==> src/rtl/hamming_secded_codec.sv <==
`default_nettype none
// ============================================================================
// hamming_secded_codec : two-stage pipelined Hamming SECDED encoder/decoder
// Rev 1.0
// ============================================================================
module hamming_secded_codec #(
    parameter int DATA_W = 8,
    parameter int CNT_W  = 16,
    localparam int PAR_W = (DATA_W <= 4)  ? 3 :
                           (DATA_W <= 11) ? 4 :
                           (DATA_W <= 26) ? 5 :
                           (DATA_W <= 57) ? 6 : 7,
    localparam int CODE_W = DATA_W + PAR_W + 1
) (
    input  logic              clk,
    input  logic              rst_n,
    input  logic              in_valid,
    output logic              in_ready,
    input  logic              in_op,
    input  logic [CODE_W-1:0] in_word,
    output logic              out_valid,
    input  logic              out_ready,
    output logic              out_op,
    output logic [CODE_W-1:0] out_code,
    output logic [DATA_W-1:0] out_data,
    output logic              out_sec,
    output logic              out_ded,
    output logic [PAR_W-1:0]  out_syndrome,
    input  logic              clr_cnt,
    output logic [CNT_W-1:0]  sec_cnt,
    output logic [CNT_W-1:0]  ded_cnt
);

    // Data bits occupy every non-power-of-two position above 0, lowest first.
    function automatic logic [CODE_W-1:0] f_scatter(input logic [DATA_W-1:0] d);
        logic [CODE_W-1:0] c;
        logic [DATA_W-1:0] sh;
        c  = '0;
        sh = d;
        for (int p = 1; p < CODE_W; p++) begin
            if ((p & (p - 1)) != 0) begin
                c[p] = sh[0];
                sh   = sh >> 1;
            end
        end
        return c;
    endfunction

    function automatic logic [DATA_W-1:0] f_gather(input logic [CODE_W-1:0] c);
        logic [DATA_W-1:0] d;
        d = '0;
        for (int p = CODE_W - 1; p >= 1; p--) begin
            if ((p & (p - 1)) != 0) begin
                d = {d[DATA_W-2:0], c[p]};
            end
        end
        return d;
    endfunction

    function automatic logic [PAR_W-1:0] f_syndrome(input logic [CODE_W-1:0] w);
        logic [PAR_W-1:0] s;
        s = '0;
        for (int p = 1; p < CODE_W; p++) begin
            if (w[p]) begin
                s = s ^ PAR_W'(p);
            end
        end
        return s;
    endfunction

    logic              s1_valid_q, s2_valid_q;
    logic              s1_op_q, s2_op_q;
    logic [CODE_W-1:0] s1_word_q, s2_code_q;
    logic [PAR_W-1:0]  s1_syn_q, s2_syn_q;
    logic              s1_chk_q;
    logic [DATA_W-1:0] s2_data_q;
    logic              s2_sec_q, s2_ded_q;
    logic [CNT_W-1:0]  sec_cnt_q, ded_cnt_q;

    logic              w_s1_adv, w_s2_adv, w_fire;
    logic [CODE_W-1:0] w_enc_code;
    logic [PAR_W-1:0]  w_enc_syn;
    logic              w_bad_pos, w_sec_d, w_ded_d;
    logic [CODE_W-1:0] w_code_d;

    assign w_s2_adv = !s2_valid_q || out_ready;
    assign w_s1_adv = !s1_valid_q || w_s2_adv;
    assign in_ready = w_s1_adv;
    assign w_fire   = s2_valid_q && out_ready;

    // With parity slots still zero, the syndrome of the data-only word is the parity vector.
    always_comb begin
        w_enc_code = f_scatter(in_word[DATA_W-1:0]);
        w_enc_syn  = f_syndrome(w_enc_code);
        for (int k = 0; k < PAR_W; k++) begin
            w_enc_code[1 << k] = w_enc_syn[k];
        end
        w_enc_code[0] = ^w_enc_code[CODE_W-1:1];
    end

    always_ff @(posedge clk) begin
        if (!rst_n) begin
            s1_valid_q <= 1'b0;
        end else if (w_s1_adv) begin
            s1_valid_q <= in_valid;
        end
    end

    always_ff @(posedge clk) begin
        if (w_s1_adv && in_valid) begin
            s1_op_q   <= in_op;
            s1_word_q <= in_op ? in_word : w_enc_code;
            s1_syn_q  <= in_op ? f_syndrome(in_word) : '0;
            s1_chk_q  <= in_op & (^in_word);
        end
    end

    // A zero syndrome with odd overall parity points at bit 0, so one shift covers both cases.
    always_comb begin
        w_bad_pos = 32'(s1_syn_q) >= CODE_W;
        w_sec_d   = s1_op_q && s1_chk_q && !w_bad_pos;
        w_ded_d   = s1_op_q && (s1_syn_q != '0) && (!s1_chk_q || w_bad_pos);
        w_code_d  = s1_word_q;
        if (w_sec_d) begin
            w_code_d = s1_word_q ^ (CODE_W'(1) << s1_syn_q);
        end
    end

    always_ff @(posedge clk) begin
        if (!rst_n) begin
            s2_valid_q <= 1'b0;
        end else if (w_s2_adv) begin
            s2_valid_q <= s1_valid_q;
        end
    end

    always_ff @(posedge clk) begin
        if (w_s2_adv && s1_valid_q) begin
            s2_op_q   <= s1_op_q;
            s2_code_q <= w_code_d;
            s2_data_q <= f_gather(w_code_d);
            s2_sec_q  <= w_sec_d;
            s2_ded_q  <= w_ded_d;
            s2_syn_q  <= s1_syn_q;
        end
    end

    always_ff @(posedge clk) begin
        if (!rst_n || clr_cnt) begin
            sec_cnt_q <= '0;
            ded_cnt_q <= '0;
        end else begin
            if (w_fire && s2_sec_q && !(&sec_cnt_q)) begin
                sec_cnt_q <= sec_cnt_q + CNT_W'(1);
            end
            if (w_fire && s2_ded_q && !(&ded_cnt_q)) begin
                ded_cnt_q <= ded_cnt_q + CNT_W'(1);
            end
        end
    end

    assign out_valid    = s2_valid_q;
    assign out_op       = s2_op_q;
    assign out_code     = s2_code_q;
    assign out_data     = s2_data_q;
    assign out_sec      = s2_sec_q;
    assign out_ded      = s2_ded_q;
    assign out_syndrome = s2_syn_q;
    assign sec_cnt      = sec_cnt_q;
    assign ded_cnt      = ded_cnt_q;

endmodule
`default_nettype wire
==> config.mk <==
export PLATFORM = sky130hd
export DESIGN_NAME = hamming_secded_codec
export DESIGN_NICKNAME = d
export VERILOG_FILES = /design/src/rtl/hamming_secded_codec.sv
export SDC_FILE = /design/constraint.sdc
export NUM_CORES = 1
export LEC_CHECK = 0
export CORE_ASPECT_RATIO = 0.8
export CORE_MARGIN = 10
export CORE_UTILIZATION = 38
export DETAILED_ROUTE_END_ITERATION = 6
export PLACE_DENSITY = 0.68
export REMOVE_ABC_BUFFERS = 1
export SLEW_MARGIN = 20
export SYNTH_ARGS = -nofsm -noshare
export SYNTH_HDL_FRONTEND = slang
export SYNTH_SLANG_ARGS = --single-unit
==> constraint.sdc <==
create_clock -name clk -period 2.35 [get_ports clk]
set_clock_uncertainty 0.2 [all_clocks]
set_input_delay 0.3525 -clock clk [delete_from_list [all_inputs] [get_ports clk]]
set_output_delay 0.3525 -clock clk [all_outputs]
set_load 0.02 [all_outputs]
==> reports/metrics.cfg <==
[cells_and_area]
area_growth_pct = 36.4
drive_gt1_share_pct = 13.1
n_antenna_cell = 0
stdcell_area_um2 = 5170
fill_cells = 872
finalNonFillerCells = 587
nets = 467
final_common_cell = clkdlybuf4s50_1
layout_common_cells = clkdlybuf4s50_1 (80), edfxtp_1 (39), dfxtp_1 (34)

[placement]
placed_cell_area_um2 = 4850
placed_cells = 571
place.gp.congestion = 0.866
port_buffers = 80
dp_hpwl_mm = 7.26

[power]
p_leak_nw = 1.77
comb_power_share_pct = 12.1
p_int_mw = 2.57
pwr_density_cell_nw_per_um2 = 647
p_sw_mw = 0.772
clockPowerShare_pct = 43.7
ir_drop_mv = 0.402
power_frac_seq_pct = 44.2
p_sw_share_pct = 23.1

[worst_setup_path]
cp_max_fo = 4
crit_cells = 4
r2r_start = ded_cnt[0]
crit_family = buffers and inverters
worstRegToRegCells = 5
slowest_delay_ns = 0.63
cpMaxStageDelayCell = clkdlybuf4s50_1
crit_arrival_ns = 1.69
critical_path_class = in2out
endpoint_kind = primary output
worst-r2r-setup-slack_ns = 0.18
rr_endpoint = ded_cnt[8]
crit_buf_inv = 2
path_cells = clkdlybuf4s50_1 -> nor2b_1 -> nand2_1 -> clkdlybuf4s50_1
cpMostUsedCell = clkdlybuf4s50_1
required_ns = 1.80
cp-start-kind = input pin

[synthesis]
synthArstFlopShare_pct = 0
syn_area_um2 = 3790
ys_ff_latch = 73
synth_edf_count = 39
ys.flop_type = edfxtp_1
yosysUniqueCellTypes = 53
syn_inst = 353
yosysSeqAreaShare_pct = 48.8
yosysWarningCount = 0
avgSynthCellArea_um2 = 10.7

[route]
viasPerCell = 5.29
dr.pass1.iters = 6
routed_wirelength_mm = 9.65
dr.first_iter.drc_count = 211
post_drt_wl_per_cell_um = 16.4
drc_errors = 0
vias = 3108
ant_nets = 0

[cts]
root_buffer = clkbuf_16
cts_buffers = 9
h-tree-depth = 3
cts_resized = 0
cts_tree = done
cts_hold_buf = 0
cts_max_path_buffers = 2
postCtsSetupRepairBufs = 0
cts_sinks = 73
clock_latency_ns = 0.33
clkTransAtPathRegs_ns = 0.06

[die]
die_area_um2 = 14400
row_count = 32
die_x_um = 132
initial_core_util_pct = 39.1
num_io_pins = 81
fp.dieH_um = 109
fp.coreArea_um2 = 9690

[grt]
antenna_found_initial = 0
grt_pass1_wl_mm = 15.8
globalRouteOverflowTotal = 0
grt_max_degree = 26
track_usage_pct = 13.4
first_global_vias = 3031

[min_path]
worst_hold_path_type = reg2reg
hold_end = sec_cnt[1]
min_path_cells = 2
min_from = sec_cnt[1]

[run_status]
status = completed

[timing]
fmax_mhz = 445
setup_viol = 0
hold_violations = 0
worst_slew_pin_slew_ns = 0.783
report.final.slew_viol_count = 0
holdWs_ns = 0.301
fin_crit_ns = 2.25
slew_headroom_pct = 47.8
period_share_pct = 95.6
fin_tns_setup_ns = 0
rsz0062_at_grt = no

[job]
maxCapViolations = 0

[registers in the layout (all words and copies together) (netlist names)]
name	cells
out_op	1
out_valid	1
s1_valid_q	1
s1_syn_q	4
s1_op_q	1
out_ded	1
out_code	13
s1_word_q	13
sec_cnt	16
out_syndrome	4
out_sec	1
s1_chk_q	1
ded_cnt	16
[layout make-up]
| class | count | area, um2 | share of cell area, % |
|---|---|---|---|
| multi-input combinational | 251 | 1800 | 34.8 |
| timing repair buffer | 107 | 1020 | 19.6 |
| tap | 136 | 170 | 3.29 |
| inverter | 4 | 15.0 | 0.290 |
| clock buffer | 9 | 225 | 4.36 |
| sequential | 73 | 1850 | 35.8 |
| clock inverter | 7 | 93.8 | 1.81 |
[how the worst max path moves through the flow]
stage / start / slack (ns) / endpoint
floorplan: out_valid / 0.23 / ded_cnt[9]
detailed placement: out_ready / -0.17 / ded_cnt[13]
finish: out_ready / 0.10 / in_ready
global route: out_ready / 0.007 / in_ready
CTS: out_ready / 0.08 / in_ready
global placement: out_ready / -0.06 / ded_cnt[9]
[power by group through the flow]
stage               clock, mW  sequential, mW  combinational, mW
finish                   1.46            1.48              0.405
global route             1.56            1.49              0.438
CTS                      1.50            1.48              0.410
detailed placement          0            1.51              0.409
global placement            0            1.50              0.399
floorplan                   0            1.52              0.202
[synth_stat cells, drive strengths merged (2+ instances only)]
library cell / instances / area [um2]
a211oi: 3 / 22.5
a21oi: 18 / 90.1
a31oi: 2 / 12.5
and2: 3 / 18.8
and3: 4 / 25.0
and4: 5 / 43.8
buf: 11 / 76.3
clkbuf: 14 / 55.1
dfxtp: 34 / 681
edfxtp: 39 / 1170
ha: 2 / 25.0
inv: 4 / 15.0
mux2: 9 / 101
mux2i: 8 / 80.1
nand2: 26 / 97.6
nand2b: 10 / 62.6
nand3: 15 / 75.1
nand4: 14 / 103
nor2: 13 / 48.8
nor2b: 7 / 43.8
nor3: 10 / 50.1
nor4: 7 / 43.8
nor4b: 2 / 17.5
o21a: 3 / 22.5
o21ai: 7 / 35.0
o311ai: 4 / 35.0
o31ai: 7 / 52.6
o41ai: 5 / 43.8
or3: 3 / 20.0
or4: 10 / 77.6
xnor2: 14 / 123
xnor3: 4 / 90.1
xor2: 22 / 193
[metal layers]
layer	up-vias	global-route usage, %	routed length (um)
met5	-	0	0
met4	0	3.88	78
met3	7	4.56	535
met2	82	21.6	4650
met1	1499	16.8	4390
li1	1520	-	-
[cell families after synthesis]
group | Yosys count | share of synthesized area [%]
flops | 73 | 48.8
fa+ha+maj | 2 | 0.660
buf+inv | 29 | 3.86
simple gates | 132 | 19.9
xor+xnor | 41 | 11.3
compound gates | 59 | 10.7
mux | 17 | 4.78
[through the flow]
stage | util [%] | power [mW] | worst slack, ns
finish | 53.4 | 3.34 | 0.104
global route | 53.4 | 3.48 | 0.00663
CTS | 53.3 | 3.39 | 0.0805
detailed placement | 50.1 | 1.91 | -0.168
global placement | 50.1 | 1.90 | -0.0595
floorplan | - | 1.73 | 0.228
[tightest hold or removal path, cell delays in order (launching register included)]
cell,delay [ns]
dfxtp_1,0.33
nand2_1,0.06
mux2i_1,0.06
(Power assumes the default switching activity.)
==> patch 1 (same flow settings) <==
`CNT_W`: 16 -> 14.
--- a/src/rtl/hamming_secded_codec.sv
+++ b/src/rtl/hamming_secded_codec.sv
@@ -5,7 +5,7 @@
 // ============================================================================
 module hamming_secded_codec #(
     parameter int DATA_W = 8,
-    parameter int CNT_W  = 16,
+    parameter int CNT_W  = 14,
     localparam int PAR_W = (DATA_W <= 4)  ? 3 :
                            (DATA_W <= 11) ? 4 :
                            (DATA_W <= 26) ? 5 :
Ports: changed (resized ded_cnt and sec_cnt); port bits go from 81 to 77. The function was not compared with the original's and may differ.
==> patch 1 against the original RTL <==
Hold slack lost 0.0039 ns. Synthesized area shrank 7.7%. Wire length shrank 15%. Sequential cell count decreased by 4. Clock power decreased by 11%. Die area down 6.4%. Final area down 6.7%. Setup slack got worse by 0.041 ns. Maximum frequency is 1.8% lower. Total power fell by 6.3%.
==> patch 1: results (changes against the original RTL) <==
Outcome
  – Status: complete, no violations (unchanged)

Timing
  – Final hold slack: 0.297 ns (was 0.301 ns)
  – Final WS setup: 0.0627 ns (was 0.104 ns)

Power
  – Comb pwr share: 13.7% (was 12.1%)
  – Sequential logic power: 0.00140 W (was 0.00148 W)
  – Int Power: 0.00244 W (was 0.00257 W)
  – Leak Pwr: 1.64 nW (was 1.77 nW)

Routing
  – Routed length on met2: 3900 um (was 4650 um)
  – DRT Pass-1 Iters: 4 (was 6)
  – Initial DRC Count: 133 (was 211)

Place
  – Post-Place Cells: 525 (was 571)
  – Placement Setup Slack: -0.166 ns (was -0.168 ns)
  – Final HPWL DP: 6370 um (was 7260 um)
  – IO buf count: 76 (was 80)

Logic synthesis
  – Sequential fraction of the synthesis area: 50.6% (was 48.8%)
  – Area share of fa/ha/maj cells after synthesis: 0.715% (was 0.660%)
  – Synth cell types: 42 (was 53)
  – Synth Area in XOR/XNOR: 12.4% (was 11.3%)
  – Mux contribution to synthesized area: 3.47% (was 4.78%)
  – Syn Inst Count: 325 (was 353)

Hold path
  – WHS Endpoint: sec_cnt[5]$_SDFFE_PP0P_ (was sec_cnt[1]$_SDFFE_PP0P_)
  – Worst hold start: sec_cnt[5]$_SDFFE_PP0P_ (was sec_cnt[1]$_SDFFE_PP0P_)

Finish
  – Nets@finish: 442 (was 467)

Global routing
  – GRT Total Usage: 12.3% (was 13.4%)
  – Grt met1 use: 15.8% (was 16.8%)
  – GR Util met3: 4.46% (was 4.56%)

Worst setup path
  – Max stage delay on crit path: 0.55 ns (was 0.63 ns)
  – FF-to-FF Start: sec_cnt[0]$_SDFFE_PP0P_ (was ded_cnt[0]$_SDFFE_PP0P_)
patch 1: cell types whose count changed in the layout (fill, tap and decap cells not counted), moves of 4 or more:
cell / before / now
buf_4: 26 / 30
o21ai_0: 7 / 11
or3_1: 2 / 10
a21oi_1: 18 / 22
dfxtp_1: 34 / 30
nand2b_1: 10 / 4
xnor2_1: 14 / 23
mux2i_1: 8 / 2
clkdlybuf4s50_1: 80 / 76
xor2_1: 22 / 16
nand2_1: 26 / 21
nand4_1: 13 / 6
nor4_1: 7 / 1
patch 1: area by class of cell:
type	instances	area, um2
Multi-Input combinational cell	228	1590
Clock buffer	12	246
Sequential cell	69	1770
Timing Repair Buffer	107	1010
Tap cell	115	144
Clock inverter	4	48.8
Fill cell	837	4210
Inverter	6	22.5
patch 1: tightest hold or removal path: stages, from the launching register on:
cell,delay (ns)
dfxtp_1,0.33
nand2_1,0.06
mux2i_1,0.05
==> patch 2 (config.mk and constraints unchanged) <==
Without the edit above. Put one more register stage on the output `ded_cnt`, with the module's reset. The value now appears one clock later. The other outputs are not delayed to match.
--- a/src/rtl/hamming_secded_codec.sv
+++ b/src/rtl/hamming_secded_codec.sv
@@ -167,7 +167,13 @@
     assign out_ded      = s2_ded_q;
     assign out_syndrome = s2_syn_q;
     assign sec_cnt      = sec_cnt_q;
-    assign ded_cnt      = ded_cnt_q;
+    always_ff @(posedge clk) begin
+        if (!rst_n) begin
+            ded_cnt <= '0;
+        end else begin
+            ded_cnt <= ded_cnt_q;
+        end
+    end
 
 endmodule
 `default_nettype wire
Behaviour: not the same (Yosys sat finds a counterexample within 4 cycles, from zero or initial values and one cycle with rst_n low).
==> patch 2 against the original RTL <==
Register-to-register slack improved by 0.09 ns. Total power up 9.1%. Critical path depth up 2. Wire length fell by 6.0%. Highest routed layer unchanged. Utilization down 1.1 points. Via count down 8.8%. Synthesized area rose by 6.8%. Cell count rose by 2.4%. Final area is 4.3% higher. Sequential cell count grew 16. Setup slack better by 0.17 ns. Critical endpoint is now sec_cnt[4]$_SDFFE_PP0P_. First-iteration DRC count decreased by 10%.
==> patch 2: results (changes against the original RTL) <==
Worst setup path
  – R2R depth: 6 (was 5)
  – Worst path slowest cell: dfxtp_1 (was clkdlybuf4s50_1)
  – Largest fanout on the critical path: 9 (was 4)
  – Delay-heaviest family, CP: compound AO/OA/AOI/OAI gates (was buffers and inverters)
  – Critical path launch point: sec_cnt[0]$_SDFFE_PP0P_ (was out_ready)
  – Max stage delay on crit path: 0.41 ns (was 0.63 ns)

Global routing
  – First-pass GRT wire length: 15100 um (was 15800 um)
  – Largest net degree at the start of global routing: 20 (was 26)
  – GRT Total Usage: 12.2% (was 13.4%)

Finish
  – Fill cells: 940 (was 872)
  – Layout cell share with drive strength beyond 1: 13.0% (was 13.1%)
  – Nets@finish: 477 (was 467)

Logic synthesis
  – Synth cell types: 49 (was 53)
  – Primary FF master, synth: dfxtp_1 (was edfxtp_1)
  – Sequential fraction of the synthesis area: 53.6% (was 48.8%)
  – Synth area leaders: edfxtp_1, dfxtp_1, xnor2_1, xor2_1, and2_1 (was edfxtp_1, dfxtp_1, xor2_1, xnor2_1, mux2_2)
  – Post-synth top cells: dfxtp_1, edfxtp_1, xnor2_1 (was edfxtp_1, dfxtp_1, nand2_1)

Routing
  – Vias per cell: 4.72 (was 5.29)
  – Initial DRC Count: 189 (was 211)
  – DR WL/cell: 15.1 um (was 16.4 um)

Outcome
  – Status: complete, no violations (unchanged)

Place
  – GP Congestion: 0.823 (was 0.866)
  – Post-Place Cells: 585 (was 571)
  – Final HPWL DP: 6820 um (was 7260 um)

Power
  – Leak Pwr: 1.93 nW (was 1.77 nW)

Timing
  – Worst-margin pin slew: 0.600 ns (was 0.783 ns)
==> patch 2: final cells by class <==
class / instances / share of cell area (%)
Sequential cell: 89 / 40.3
Multi-Input combinational cell: 254 / 32.4
Timing Repair Buffer: 102 / 18.2
Clock buffer: 10 / 4.64
Tap cell: 140 / 3.25
Clock inverter: 6 / 1.32
==> patch 2: worst min-delay path: cells and delay by family (launching register included) <==
| kind | cells | cell delay [ns] |
|---|---|---|
| compound gates | 1 | 0.06 |
| flops | 1 | 0.33 |
| simple gates | 1 | 0.07 |
==> patch 2: timing repair <==
| action | CTS | global route |
|---|---|---|
| setup endpoints to repair | 0 | 1 |
| hold buffers | 0 | 0 |
| gates resized for setup | 0 | 1 |
==> patch 2: kinds of logic after synthesis <==
kind of cell | after synthesis | synth area share (%)
AOI/OAI and AO/OA | 30 | 4.73
xor gates and xnor gates | 64 | 14.4
adders and majority gates | 2 | 0.618
buffers and inverters | 20 | 3.27
DFF | 89 | 53.6
muxes | 9 | 2.50
and+or+nand+nor | 149 | 20.9
==> patch 2: final timing paths <==
check                                                to  slack, ns
worst max-delay path            sec_cnt[4]$_SDFFE_PP0P_       0.27
worst min-delay path            sec_cnt[1]$_SDFFE_PP0P_       0.31
worst max register to register  sec_cnt[4]$_SDFFE_PP0P_       0.27
worst min register to register  sec_cnt[1]$_SDFFE_PP0P_       0.31
==> patch 2: metrics by stage <==
| stage | hold WS [ns] | total power [W] | cell area (um2) | worst slack, ns |
|---|---|---|---|---|
| 3_5_place_dp | 0.291 | 0.00219 | 5070 | 0.0326 |
| 4_1_cts | 0.310 | 0.00370 | 5390 | 0.0196 |
| 2_1_floorplan | 0.251 | 0.00199 | 3920 | 0.223 |
| 5_1_grt | 0.335 | 0.00381 | 5400 | 0.126 |
| 6_report | 0.308 | 0.00365 | 5400 | 0.272 |
| 3_3_place_gp | 0.271 | 0.00218 | 5070 | 0.0281 |
==> patch 2: routing by layer <==
metal / GRT usage [%] / up-vias / share of wire [%]
met2: 19.0 / 66 / 45
met4: 4.58 / 0 / 1.6
met5: 0 / - / 0
met1: 16.1 / 1309 / 47
li1: - / 1448 / -
met3: 3.07 / 11 / 6.1
==> patch 2: power breakdown <==
part	leakage [nW]	total, W	internal, W	switching [W]
combinational	0.996	0.000417	0.000210	0.000207
clock	0.159	0.00150	0.000898	0.000599
sequential	0.778	0.00173	0.00169	0.0000387
